<file path="src/rtl/maze_fsm_ml.sv">
// -----------------------------------------------------------------------------
// maze_fsm_ml - top-level game controller for the VGA maze game.
//
// Sequences each game tick: erase the player, latch the key, look up the
// obstacle memory for the target cell, step the position, redraw, and check
// for a win. Adds multi-level play, a lives counter, an internally counted
// freeze on ice, and a pause input.
//
// Ports:
//   clk_i, rst_ni            clock, asynchronous active-low reset
//   timer_done_i             move-tick pulse from the timer datapath
//   move_i[2:0]              0 none, 1 left, 2 right, 3 up, 4 down
//   obs_wall_i/lava_i/ice_i  obstacle flags for the target cell
//   win_i                    player is on the end cell
//   pause_i                  hold the game in WAIT_TIMER
//   en_xpos_o/s_xpos_o       x position: 0 start, 1 inc, 2 dec, 3 end
//   en_ypos_o/s_ypos_o       y position: 0 start, 1 inc, 2 dec, 3 end
//   en_key_o/s_key_o         key register: 0 clear, 1 latch
//   en_obs_o/s_obs_o         obstacle-memory address select
//   en_timer_o/s_timer_o     move timer: 0 clear, 1 count
//   en_clockt_o/s_clockt_o   game clock enable / 0 clear
//   plot_o, s_color_o        VGA plot strobe, colour 0 blk 1 plr 2 ice 3 end
//   level_o                  current level (maze memory bank)
//   lives_left_o             remaining lives
//   game_over_o              high in GAME_OVER
//   state_cur_o              current state code
// -----------------------------------------------------------------------------
module maze_fsm_ml #(
  parameter int unsigned LIVES        = 3,
  parameter int unsigned LEVELS       = 4,
  parameter int unsigned FREEZE_TICKS = 8
) (
  input  logic       clk_i,
  input  logic       rst_ni,
  input  logic       timer_done_i,
  input  logic [2:0] move_i,
  input  logic       obs_wall_i,
  input  logic       obs_lava_i,
  input  logic       obs_ice_i,
  input  logic       win_i,
  input  logic       pause_i,
  output logic       en_xpos_o,
  output logic [1:0] s_xpos_o,
  output logic       en_ypos_o,
  output logic [1:0] s_ypos_o,
  output logic       en_key_o,
  output logic       s_key_o,
  output logic       en_obs_o,
  output logic [2:0] s_obs_o,
  output logic       en_timer_o,
  output logic       s_timer_o,
  output logic       en_clockt_o,
  output logic       s_clockt_o,
  output logic       plot_o,
  output logic [1:0] s_color_o,
  output logic [3:0] level_o,
  output logic [3:0] lives_left_o,
  output logic       game_over_o,
  output logic [4:0] state_cur_o
);

  typedef enum logic [4:0] {
    S_INIT         = 5'd0,
    S_WAIT_TIMER   = 5'd1,
    S_ERASE        = 5'd2,
    S_READ_KEY     = 5'd3,
    S_UPDATE_OBS   = 5'd4,
    S_WAIT_OBS     = 5'd5,
    S_TEST_OBS     = 5'd6,
    S_RESTART      = 5'd7,
    S_FROZEN       = 5'd8,
    S_LEVEL_UP     = 5'd9,
    S_GAME_OVER    = 5'd10,
    S_INC_XPOS     = 5'd15,
    S_DEC_XPOS     = 5'd16,
    S_INC_YPOS     = 5'd17,
    S_DEC_YPOS     = 5'd18,
    S_DRAW         = 5'd20,
    S_WIN          = 5'd21,
    S_INIT_RESET   = 5'd22,
    S_INIT_SET_END = 5'd23
  } state_e;

  localparam logic [3:0] LIVES_INIT = 4'(LIVES);
  localparam logic [3:0] LAST_LEVEL = 4'(LEVELS - 1);
  localparam logic [7:0] FREEZE_END = 8'(FREEZE_TICKS - 1);

  state_e     state_q, state_d;
  logic [3:0] level_q, level_d;
  logic [3:0] lives_q, lives_d;
  logic [7:0] freeze_q, freeze_d;

  // ---------------------------------------------------------------------------
  // Next-state logic
  // ---------------------------------------------------------------------------
  always_comb begin
    state_d  = state_q;
    level_d  = level_q;
    lives_d  = lives_q;
    freeze_d = freeze_q;
    case (state_q)
      S_INIT_RESET:   state_d = S_INIT_SET_END;
      S_INIT_SET_END: state_d = S_INIT;
      S_INIT:         state_d = S_WAIT_TIMER;
      S_WAIT_TIMER: begin
        if (timer_done_i && !pause_i) state_d = S_ERASE;
      end
      S_ERASE:        state_d = S_READ_KEY;
      S_READ_KEY:     state_d = S_UPDATE_OBS;
      S_UPDATE_OBS:   state_d = S_WAIT_OBS;
      S_WAIT_OBS:     state_d = S_TEST_OBS;
      S_TEST_OBS: begin
        if (obs_wall_i) begin
          state_d = S_DRAW;
        end else if (obs_lava_i) begin
          // Saturating decrement; the last life goes straight to GAME_OVER.
          if (lives_q != 4'd0) lives_d = lives_q - 4'd1;
          state_d = (lives_q <= 4'd1) ? S_GAME_OVER : S_RESTART;
        end else if (obs_ice_i) begin
          freeze_d = 8'd0;
          state_d  = S_FROZEN;
        end else begin
          case (move_i)
            3'd1:    state_d = S_DEC_XPOS;
            3'd2:    state_d = S_INC_XPOS;
            3'd3:    state_d = S_DEC_YPOS;
            3'd4:    state_d = S_INC_YPOS;
            default: state_d = S_DRAW;
          endcase
        end
      end
      S_RESTART:      state_d = S_DRAW;
      S_FROZEN: begin
        // Only move-tick pulses count toward the freeze duration.
        if (timer_done_i) begin
          if (freeze_q == FREEZE_END) begin
            freeze_d = 8'd0;
            state_d  = S_WAIT_TIMER;
          end else begin
            freeze_d = freeze_q + 8'd1;
          end
        end
      end
      S_INC_XPOS, S_DEC_XPOS, S_INC_YPOS, S_DEC_YPOS: state_d = S_DRAW;
      S_DRAW: begin
        if (win_i) state_d = (level_q == LAST_LEVEL) ? S_WIN : S_LEVEL_UP;
        else       state_d = S_WAIT_TIMER;
      end
      S_LEVEL_UP: begin
        level_d = level_q + 4'd1;
        state_d = S_INIT_RESET;
      end
      S_WIN:          state_d = S_WIN;
      S_GAME_OVER: begin
        lives_d = 4'd0;
        state_d = S_GAME_OVER;
      end
      default:        state_d = S_INIT_RESET;
    endcase
  end

  // ---------------------------------------------------------------------------
  // State registers
  // ---------------------------------------------------------------------------
  always_ff @(posedge clk_i or negedge rst_ni) begin
    if (!rst_ni) begin
      state_q  <= S_INIT_RESET;
      level_q  <= 4'd0;
      lives_q  <= LIVES_INIT;
      freeze_q <= 8'd0;
    end else begin
      state_q  <= state_d;
      level_q  <= level_d;
      lives_q  <= lives_d;
      freeze_q <= freeze_d;
    end
  end

  // ---------------------------------------------------------------------------
  // Output decode (Moore, plus pause gating of the timer in WAIT_TIMER)
  // ---------------------------------------------------------------------------
  always_comb begin
    en_xpos_o   = 1'b0;
    s_xpos_o    = 2'd0;
    en_ypos_o   = 1'b0;
    s_ypos_o    = 2'd0;
    en_key_o    = 1'b0;
    s_key_o     = 1'b0;
    en_obs_o    = 1'b0;
    s_obs_o     = 3'd0;
    en_timer_o  = 1'b0;
    s_timer_o   = 1'b0;
    en_clockt_o = 1'b1;
    s_clockt_o  = 1'b1;
    plot_o      = 1'b0;
    s_color_o   = 2'd0;
    game_over_o = 1'b0;
    case (state_q)
      S_INIT_RESET: begin
        plot_o    = 1'b1;
        en_xpos_o = 1'b1;
        s_xpos_o  = 2'd3;
        en_ypos_o = 1'b1;
        s_ypos_o  = 2'd3;
      end
      S_INIT_SET_END: begin
        plot_o    = 1'b1;
        s_color_o = 2'd3;
      end
      S_INIT: begin
        en_timer_o = 1'b1;
        en_key_o   = 1'b1;
        en_obs_o   = 1'b1;
        en_xpos_o  = 1'b1;
        en_ypos_o  = 1'b1;
        // The game clock is cleared only at a fresh game, not between levels.
        s_clockt_o = !((level_q == 4'd0) && (lives_q == LIVES_INIT));
      end
      S_WAIT_TIMER: begin
        en_timer_o = !pause_i;
        s_timer_o  = 1'b1;
      end
      S_ERASE: begin
        plot_o     = 1'b1;
        en_timer_o = 1'b1;
      end
      S_READ_KEY: begin
        en_key_o = 1'b1;
        s_key_o  = 1'b1;
      end
      S_UPDATE_OBS: begin
        en_obs_o = 1'b1;
        s_obs_o  = move_i;
      end
      S_RESTART: begin
        en_xpos_o = 1'b1;
        en_ypos_o = 1'b1;
      end
      S_FROZEN: begin
        plot_o     = 1'b1;
        s_color_o  = 2'd2;
        en_timer_o = 1'b1;
        s_timer_o  = 1'b1;
      end
      S_INC_XPOS: begin
        en_xpos_o = 1'b1;
        s_xpos_o  = 2'd1;
      end
      S_DEC_XPOS: begin
        en_xpos_o = 1'b1;
        s_xpos_o  = 2'd2;
      end
      S_INC_YPOS: begin
        en_ypos_o = 1'b1;
        s_ypos_o  = 2'd1;
      end
      S_DEC_YPOS: begin
        en_ypos_o = 1'b1;
        s_ypos_o  = 2'd2;
      end
      S_DRAW: begin
        plot_o    = 1'b1;
        s_color_o = 2'd1;
      end
      S_WIN: begin
        en_clockt_o = 1'b0;
        plot_o      = 1'b1;
      end
      S_GAME_OVER: begin
        en_clockt_o = 1'b0;
        game_over_o = 1'b1;
      end
      default: ;
    endcase
  end

  assign level_o      = level_q;
  assign lives_left_o = lives_q;
  assign state_cur_o  = state_q;

endmodule

</file>
<file path="config.mk">
export PLATFORM = sky130hd
export DESIGN_NAME = maze_fsm_ml
export DESIGN_NICKNAME = d
export VERILOG_FILES = /design/src/rtl/maze_fsm_ml.sv
export SDC_FILE = /design/constraint.sdc
export NUM_CORES = 1
export LEC_CHECK = 0
export ABC_CLOCK_PERIOD_IN_PS = 2250
export CAP_MARGIN = 30
export CORE_ASPECT_RATIO = 1.4
export CORE_MARGIN = 4
export CORE_UTILIZATION = 44
export CTS_CLUSTER_SIZE = 16
export DETAILED_ROUTE_END_ITERATION = 16
export PLACE_DENSITY = 0.76
export SLEW_MARGIN = 20
export SYNTH_ARGS = -nofsm -noshare
export SYNTH_HDL_FRONTEND = slang
export SYNTH_SLANG_ARGS = --single-unit
</file>
<file path="constraint.sdc">
create_clock -name clk_i -period 2.25 [get_ports clk_i]
set_clock_uncertainty 0.1 [all_clocks]
set_input_delay 0.225 -clock clk_i [delete_from_list [all_inputs] [get_ports clk_i]]
set_output_delay 0.225 -clock clk_i [all_outputs]
set_load 0.01 [all_outputs]
</file>
# After elaboration in Yosys (flattened, before gate mapping)
# Cells that the tools add are included.
[op_classes]
n_reduce_logical = 21
n_eq_ne = 33
n_lt_le_gt_ge = 1
n_addsub = 3
muxes = 36
[ops]
columns = ["cell", "count"]
rows = [
  ["$pmux W5 S14", 1],
  ["$mux W5", 8],
  ["$mux W8", 5],
  ["$eq A5 B5 Y1 const B", 7],
  ["$eq A5 B3 Y1 const B", 4],
  ["$eq A5 B4 Y1 const B", 4],
  ["$pmux W5 S4", 1],
  ["$pmux W2 S3", 3],
  ["$mux W4", 4],
  ["$ne A2 B2 Y1 const B", 8],
  ["$pmux W8 S2", 1],
  ["$reduce_or A5 Y1", 3],
  ["$eq A5 B2 Y1 const B", 2],
  ["$mux W1", 10],
  ["$add A8 B1 Y8 const B", 1],
  ["$eq A4 B2 Y1 const B", 2],
  ["$eq A8 B3 Y1 const B", 1],
  ["$pmux W4 S2", 1],
  ["$reduce_or A2 Y1", 4],
  ["$eq A3 B2 Y1 const B", 2],
  ["$reduce_or A6 Y1", 1],
  ["$eq A5 B1 Y1 const B", 1],
  ["$logic_not A5 Y1", 1],
  ["$reduce_and A5 Y1", 1],
  ["15 further kinds", 18],
]
[totals]
register_bits = 21
input_bits = 11
word_cells = 98

# Depth between registers and ports, before layout
# Gate-level depths: netlist (run 1).
[logic_depth]
depth_word = 6
ltp_mapped = 8
depth_no_buf = 8

# Worst setup path after synthesis (run 1)
# OpenSTA, ideal clock, no wires.
[synth_timing]
path_type = "flip-flop to flip-flop"
startpoint = "register state_q[2] (netlist: state_cur_o[2])"
endpoint = "register freeze_q[4]"
synth_period_minus_slack_ns = 2.206
path_stages_with_launch = 9
setup_ns = 0.124
arrival_ns = 1.982
slack_ns = 0.044
path_cell_list = "dfstp_2 > buf_4 > nand2b_1 > or4_1 > o41a_1 > buf_2 > o21bai_1 > nand2_1 > o31ai_2"
[synth_via]
elab_chain_cells = 3
word_cells_on_any_way = 9
[synth_rtl]
columns = ["element", "line", "rtl"]
rows = [
  ["start: declaration", "88", "state_e state_q, state_d;"],
  ["start signal: assignment", "172", "state_q <= state_d;"],
  ["$eq A5 B3 Y1 / $eq A5 B4 Y1 (equally long branches)", "101", "case (state_q)"],
  ["$ne A2 B2 Y1 (no source line) / $reduce_bool A2 Y1 (equally long branches)", "n/a", ""],
  ["$reduce_and A5 Y1 (no source line)", "n/a", ""],
  ["end signal: assignment", "175", "freeze_q <= freeze_d;"],
  ["end: declaration", "91", "logic [7:0] freeze_q, freeze_d;"],
]
# Parallel ways exist; a longest one is shown, timed or not.
# A chain may end at the register's enable or synchronous reset.

# Worst setup path in the final report (run 1)
[layout_timing]
startpoint = "register state_q[2] (netlist: state_cur_o[2])"
endpoint = "output en_ypos_o"
[layout_via]
elab_chain_cells = 3
word_cells_on_any_way = 7
[layout_rtl]
columns = ["element", "line", "rtl"]
rows = [
  ["$eq A5 B5 Y1, or another cell as far along", "198", "case (state_q)"],
  ["$reduce_or A5 Y1 (no source line) *", "n/a", ""],
  ["$mux W1 *", "198", ""],
  ["end: declaration", "44", "output logic en_ypos_o,"],
]
# Every way passes the cells marked *; elsewhere a longest branch is shown, timed or not.

==> key figures, run 1 <==
Drt
  – Via count: 1912
  – Detail Route Antenna Nets: 0
  – DR iter-0 viols: 110
  – Drt via density: 5.67
  – Final Routed Wirelength: ~5000 µm
  – Drt drc: 0
  – WL per Instance: 15.2 µm
  – Drt pass-1 iters: 5

Synthesis
  – Syn nets: 240
  – Simple-gate share of the synthesized area: 32.2%
  – Synth warn: 0
  – Synth Area in Compound Gates: between 20% and 30%
  – Largest family of logic cells by synthesized area: simple AND/OR/NAND/NOR gates
  – Post-synth ARST share: 100%
  – Post-synth top flop: dfrtp_1
  – Seq/Total Area, Yosys: a little under a third
  – Mux cell area share after synthesis: 0%
  – Syn Inst Count: 222
  – Syn Area/Cell: 7.81 µm²
  – Xor and xnor area share after synthesis: 3.54%
  – Adder-cell area share of the yosys netlist: approximately 5.1%
  – Number of enable flip-flop cells after synthesis: 0
  – Mapped Area: about 1700 µm²
  – Yosys reg bits: 21
  – Synth cell types: 54

Setup path
  – Critical path arrival: 1.89 ns
  – Reg2Reg Launch Point: state_cur_o[1]$_DFFE_PN1P_
  – Crit path from: state_cur_o[2]$_DFFE_PN1P_
  – Crit Path Class: flip-flop to primary output
  – Crit path max fanout: 6
  – Critical path capture point type: primary output
  – CP startpoint kind: flip-flop
  – CP required: roughly 1.9 ns

Clock network
  – Skew-Pair Late Insertion Delay: 0.26 ns
  – Sink count of the clock tree: 21
  – CTS Root Cell: clkbuf_8
  – H-tree Lvls: 1
  – Num CTS Buffers: 3
  – Clock tree from TritonCTS: yes
  – CTS clock-pin slew for the worst setup and hold paths: 0.08 ns
  – Clock Tree Buf Depth: 2

Timing
  – Tcrit/Tclk final: 98.5%
  – Fin. Hold Viols: 0
  – Hold slack: between 0.15 and 0.2 ns
  – Final setup fails: 0
  – FMAX: 451 MHz
  – Slew at the pin with the worst max-slew slack: 0.486 ns
  – Final Critical Period: 2.22 ns
  – RSZ-0062 raised after global routing: yes
  – Final slew viol count: 0
  – Slew HR: 67.5%

Final layout
  – Layout cells sized above 1: 24.1%
  – Layout Nets: 314
  – Final Cell Area: 2610 µm²
  – Diodes inserted: 0
  – Most frequent cells in the layout: 32 x buf_4, 27 x clkdlybuf4s50_1, 25 x nor2_1
  – Layout area overhead: 50.8%
  – Commonest non-fill, non-tap cell in the layout: buf_4

Floorplanning
  – Die Area: 5020 µm²
  – Placeable Area: 3740 µm²
  – Die H: 82.3 µm
  – # IOs: 44
  – Initial Util: 46.3%
  – Die X: 61.0 µm
  – Rows: 26

Global route
  – Initial antenna violation count: 0
  – Total global-route track usage: 21.5%
  – Grt ovf: 0
  – First-pass GRT wire length: 8390 µm
  – Vias in the first global route: 1817
  – Pin count of the biggest net entering global routing: 13

Status
  – Status: complete, no violations

Power and ir drop
  – PwrDens: between 1000 and 1500 nW/µm²
  – Maximum VDD drop: around 1.0 mV
  – Static leakage: 1.19 nW

Placement
  – I/O Buffers: 43
  – GPL Wtd Cong: 0.855
  – DPL Wire Length: 3790 µm
  – Cell area after placement: between 2000 and 2500 µm²

Worst hold path
  – Worst min path class: primary input to asynchronous set/reset pin

Job
  – Max-cap viol count: 0
-- logic make-up after synthesis --
family,count (synthesis)
AO/OA/AOI/OAI,59
flip-flops,21
AND/OR/NAND/NOR,107
XOR/XNOR,7
adder cells (fa/ha/maj),7
buffers and inverters,21
-- worst paths after layout --
kind	endpoint	slack [ns]	cells past startpoint
worst min-delay path	level_o[0]$_DFFE_PN0N_	0.19	1
worst max register to register	freeze_q[7]$_DFFE_PN0P_	0.06	5
worst max-delay path	en_ypos_o	0.03	6
min in group clk_i	freeze_q[7]$_DFFE_PN0P_	0.40	1
worst min register to register	freeze_q[7]$_DFFE_PN0P_	0.40	1
max in group asynchronous	state_cur_o[0]$_DFFE_PN0P_	1.30	2
-- worst max-delay path: stages (launching register included) --
cell,delay [ns]
dfstp_2,0.41
clkbuf_2,0.16
or2_2,0.30
o21ai_0,0.22
nor2_1,0.07
a211oi_1,0.19
dlygate4sd1_1,0.27
-- through the flow --
step / util [%] / instances / setup WS (ns) / power [W] / setup TNS [ns]
final: 69.8 / 337 / 0.0334 / 0.00286 / 0
after global routing: 69.8 / 337 / -0.0510 / 0.00309 / -0.0860
after CTS: 66.6 / 335 / -0.0753 / 0.00269 / -0.196
after detailed placement: 64.0 / 326 / -0.0416 / 0.00239 / -0.0416
after global placement: 64.0 / 326 / 0.00911 / 0.00237 / 0
after floorplan: - / 222 / 0.0437 / 0.00159 / 0
-- per-layer routing --
metal | vias to the layer above | wire length (µm) | GRT usage [%]
met5 | - | 0 | 0
met4 | 0 | 110 | 8.46
met3 | 11 | 234 | 3.27
met2 | 54 | 2620 | 35.8
met1 | 891 | 2170 | 27.4
li1 | 956 | - | -
-- where the power goes --
group	total, W	switching (W)	internal [W]
sequential	0.000653	0.000156	0.000497
combinational	0.00196	0.000977	0.000984
clock	0.000250	0.000124	0.000126
-- Yosys cell counts, types with 3 or more instances --
master | number | share of area (%)
a21oi_1 | 8 | 2.3
and2_1 | 3 | 1.1
and3_1 | 3 | 1.1
clkbuf_1 | 7 | 1.5
dfrtp_1 | 16 | 23
dfstp_2 | 5 | 7.6
ha_1 | 7 | 5.1
inv_1 | 10 | 2.2
nand2_1 | 22 | 4.8
nand2b_1 | 6 | 2.2
nand3_1 | 7 | 2.0
nand3b_1 | 3 | 1.3
nor2_1 | 30 | 6.5
nor2b_1 | 7 | 2.5
nor3_1 | 6 | 1.7
nor4_1 | 4 | 1.4
o21a_1 | 3 | 1.3
o21ai_0 | 15 | 4.3
o21ai_1 | 4 | 1.2
o22a_1 | 3 | 1.5
o31ai_1 | 4 | 1.7
or3_1 | 3 | 1.1
xnor2_1 | 5 | 2.5
-- repair_timing --
action,CTS,global route
pin swaps,0,4
hold endpoints to repair,0,0
gates cloned,0,0
buffers inserted,5,2
endpoints found under the setup margin,17,24
resized for setup,18,41
hold buffers,0,0
-- layout make-up --
type,count,area (µm²)
fill,311,1130
multi-input combinational,180,1210
clock buffer,4,45.0
tap,42,52.6
inverter,10,37.5
timing repair buffer,80,732
sequential,21,534
-- flip-flops by register name (all words and copies together) (netlist names) --
register / flops
lives_left_o: 4
state_cur_o: 5
freeze_q: 8
level_o: 4
(Power assumes the default switching activity.)
==> inputs of run 2 (changes only) <==
--- a/config.mk
+++ b/config.mk
@@ -13,6 +13,7 @@
 export CTS_CLUSTER_SIZE = 16
 export DETAILED_ROUTE_END_ITERATION = 16
 export PLACE_DENSITY = 0.76
+export REMOVE_ABC_BUFFERS = 1
 export SLEW_MARGIN = 20
 export SYNTH_ARGS = -nofsm -noshare
 export SYNTH_HDL_FRONTEND = slang
==> key figures, run 2 (synthesized netlist as in run 1, its figures left out) <==
Drt
  – Via count: about 1900
  – DR iter-0 viols: 99
  – Final Routed Wirelength: 5050 µm
  – WL per Instance: 15.1 µm
  – Detail Route Antenna Nets: 0
  – Drt via density: 5.69
  – Drt pass-1 iters: 4
  – Drt drc: 0

Global route
  – First-pass GRT wire length: between 8000 and 9000 µm
  – Vias in the first global route: 1819
  – Initial antenna violation count: 0
  – Pin count of the biggest net entering global routing: 22
  – Total global-route track usage: 21.0%
  – Grt ovf: 0

Clock network
  – Clock tree from TritonCTS: yes
  – H-tree Lvls: 1
  – Sink count of the clock tree: 21
  – CTS clock-pin slew for the worst setup and hold paths: 0.08 ns
  – Clock Tree Buf Depth: 2
  – Num CTS Buffers: 3
  – CTS Root Cell: clkbuf_8
  – Skew-Pair Late Insertion Delay: between 0.2 and 0.3 ns
  – CTS Hold Bufs: 0

Placement
  – GPL Wtd Cong: 0.844
  – I/O Buffers: 43
  – Cell area after placement: 2390 µm²
  – DPL Wire Length: 3730 µm

Final layout
  – Diodes inserted: 0
  – Commonest non-fill, non-tap cell in the layout: buf_4
  – Largest Register: freeze_q
  – Layout area overhead: 48.4%
  – Layout cells sized above 1: 21.8%
  – Max reg flops: 8
  – Layout Nets: 312
  – Final Cell Area: 2570 µm²
  – Most frequent cells in the layout: 33 x buf_4, 28 x nor2_1, 23 x clkdlybuf4s50_1

Timing
  – Hold slack: 0.207 ns
  – Slew HR: between 70% and 80%
  – RSZ-0062 raised after global routing: yes
  – Final Critical Period: 2.27 ns
  – Fin. Hold Viols: 0
  – Tcrit/Tclk final: 101%
  – Fin worst setup slack: -0.0201 ns
  – Final setup fails: 3
  – Slew at the pin with the worst max-slew slack: 0.383 ns
  – Final slew viol count: 0
  – FMAX: 441 MHz

Setup path
  – CP required: 2.33 ns
  – Reg2Reg Launch Point: state_cur_o[1]$_DFFE_PN1P_
  – CP top delay family: simple AND/OR/NAND/NOR gates
  – Slowest-stage cell, CP: dfstp_2
  – Reg2Reg Depth: 6
  – CP startpoint kind: flip-flop
  – Crit path max fanout: 5
  – Critical Path Max Stage Delay: 0.58 ns
  – Critical path capture point type: flip-flop
  – Crit Path Class: flip-flop to flip-flop
  – Critical path arrival: 2.35 ns
  – R2R Setup Slk: -0.02 ns
  – Worst R2R End: freeze_q[4]$_DFFE_PN0P_
  – CP Cell Sequence: buf_6 -> nand2b_4 -> or4_4 -> o41a_1 -> or2_4 -> o31ai_2
  – Sum of buffers and inverters on the critical path: 1

Power and ir drop
  – Static leakage: 1.20 nW
  – Maximum VDD drop: around 0.8 mV
  – PwrDens: 1070 nW/µm²

Worst hold path
  – Worst min path class: primary input to asynchronous set/reset pin

Floorplanning
  – Die H: a little over 80 µm
  – Rows: 26
  – Initial Util: 46.3%
  – # IOs: 44
  – Die Area: 5020 µm²
  – Placeable Area: roughly 3700 µm²
  – Die X: a little over 60 µm

Status
  – Violated checks: negative setup slack
  – Status: complete, but fails checks

Job
  – Max-cap viol count: 0
[run 2: how the worst max path moves through the flow]
| stage | startpoint | endpoint | depth (start not counted) |
|---|---|---|---|
| after floorplan | state_cur_o[1]$_DFFE_PN1P_ | freeze_q[4]$_DFFE_PN0P_ | 5 |
| after global placement | obs_wall_i | freeze_q[4]$_DFFE_PN0P_ | 5 |
| after detailed placement | obs_wall_i | freeze_q[7]$_DFFE_PN0P_ | 5 |
| after CTS | state_cur_o[1]$_DFFE_PN1P_ | s_timer_o | 6 |
| after global routing | state_cur_o[1]$_DFFE_PN1P_ | freeze_q[6]$_DFFE_PN0P_ | 8 |
| final | state_cur_o[1]$_DFFE_PN1P_ | freeze_q[4]$_DFFE_PN0P_ | 6 |
[run 2: what timing repair did]
action	CTS	global route
buffers inserted	3	2
setup endpoints to repair	17	19
gates resized for setup	25	20
pin swaps	1	3
[run 2: worst register-to-register path, delay by kind of cell (launching register included)]
family          cells  cell delay, ns
flops               1            0.58
simple gates        3            0.84
buf+inv             1            0.12
compound gates      2            0.55
[run 2: power by group]
group          internal (W)  switching [W]
combinational      0.000928       0.000927
sequential         0.000496       0.000148
clock              0.000126       0.000127
[run 2: layout make-up]
type	count	area, µm²
Tap cell	42	52.6
Timing Repair Buffer	78	709
Inverter	10	37.5
Sequential cell	21	534
Fill cell	312	1170
Multi-Input combinational cell	180	1190
Clock buffer	4	45.0
[run 2: through the flow]
stage / setup TNS (ns) / util (%) / setup slack (ns) / instances / power [W]
finish: -0.0459 / 68.8 / -0.0201 / 335 / 0.00275
global route: -0.438 / 68.8 / -0.104 / 335 / 0.00297
CTS: -0.0890 / 66.6 / -0.0351 / 333 / 0.00272
detailed placement: -0.133 / 64.0 / -0.0610 / 326 / 0.00241
global placement: -0.0113 / 64.0 / -0.0105 / 326 / 0.00238
floorplan: -0.645 / - / -0.191 / 211 / 0.00153
[run 2: routing by layer]
metal,GRT usage (%),vias to the layer above,routed length [µm]
li1,-,938,-
met4,6.07,0,63
met1,27.0,919,2160
met2,36.9,42,2650
met5,0,-,0
met3,1.56,6,173
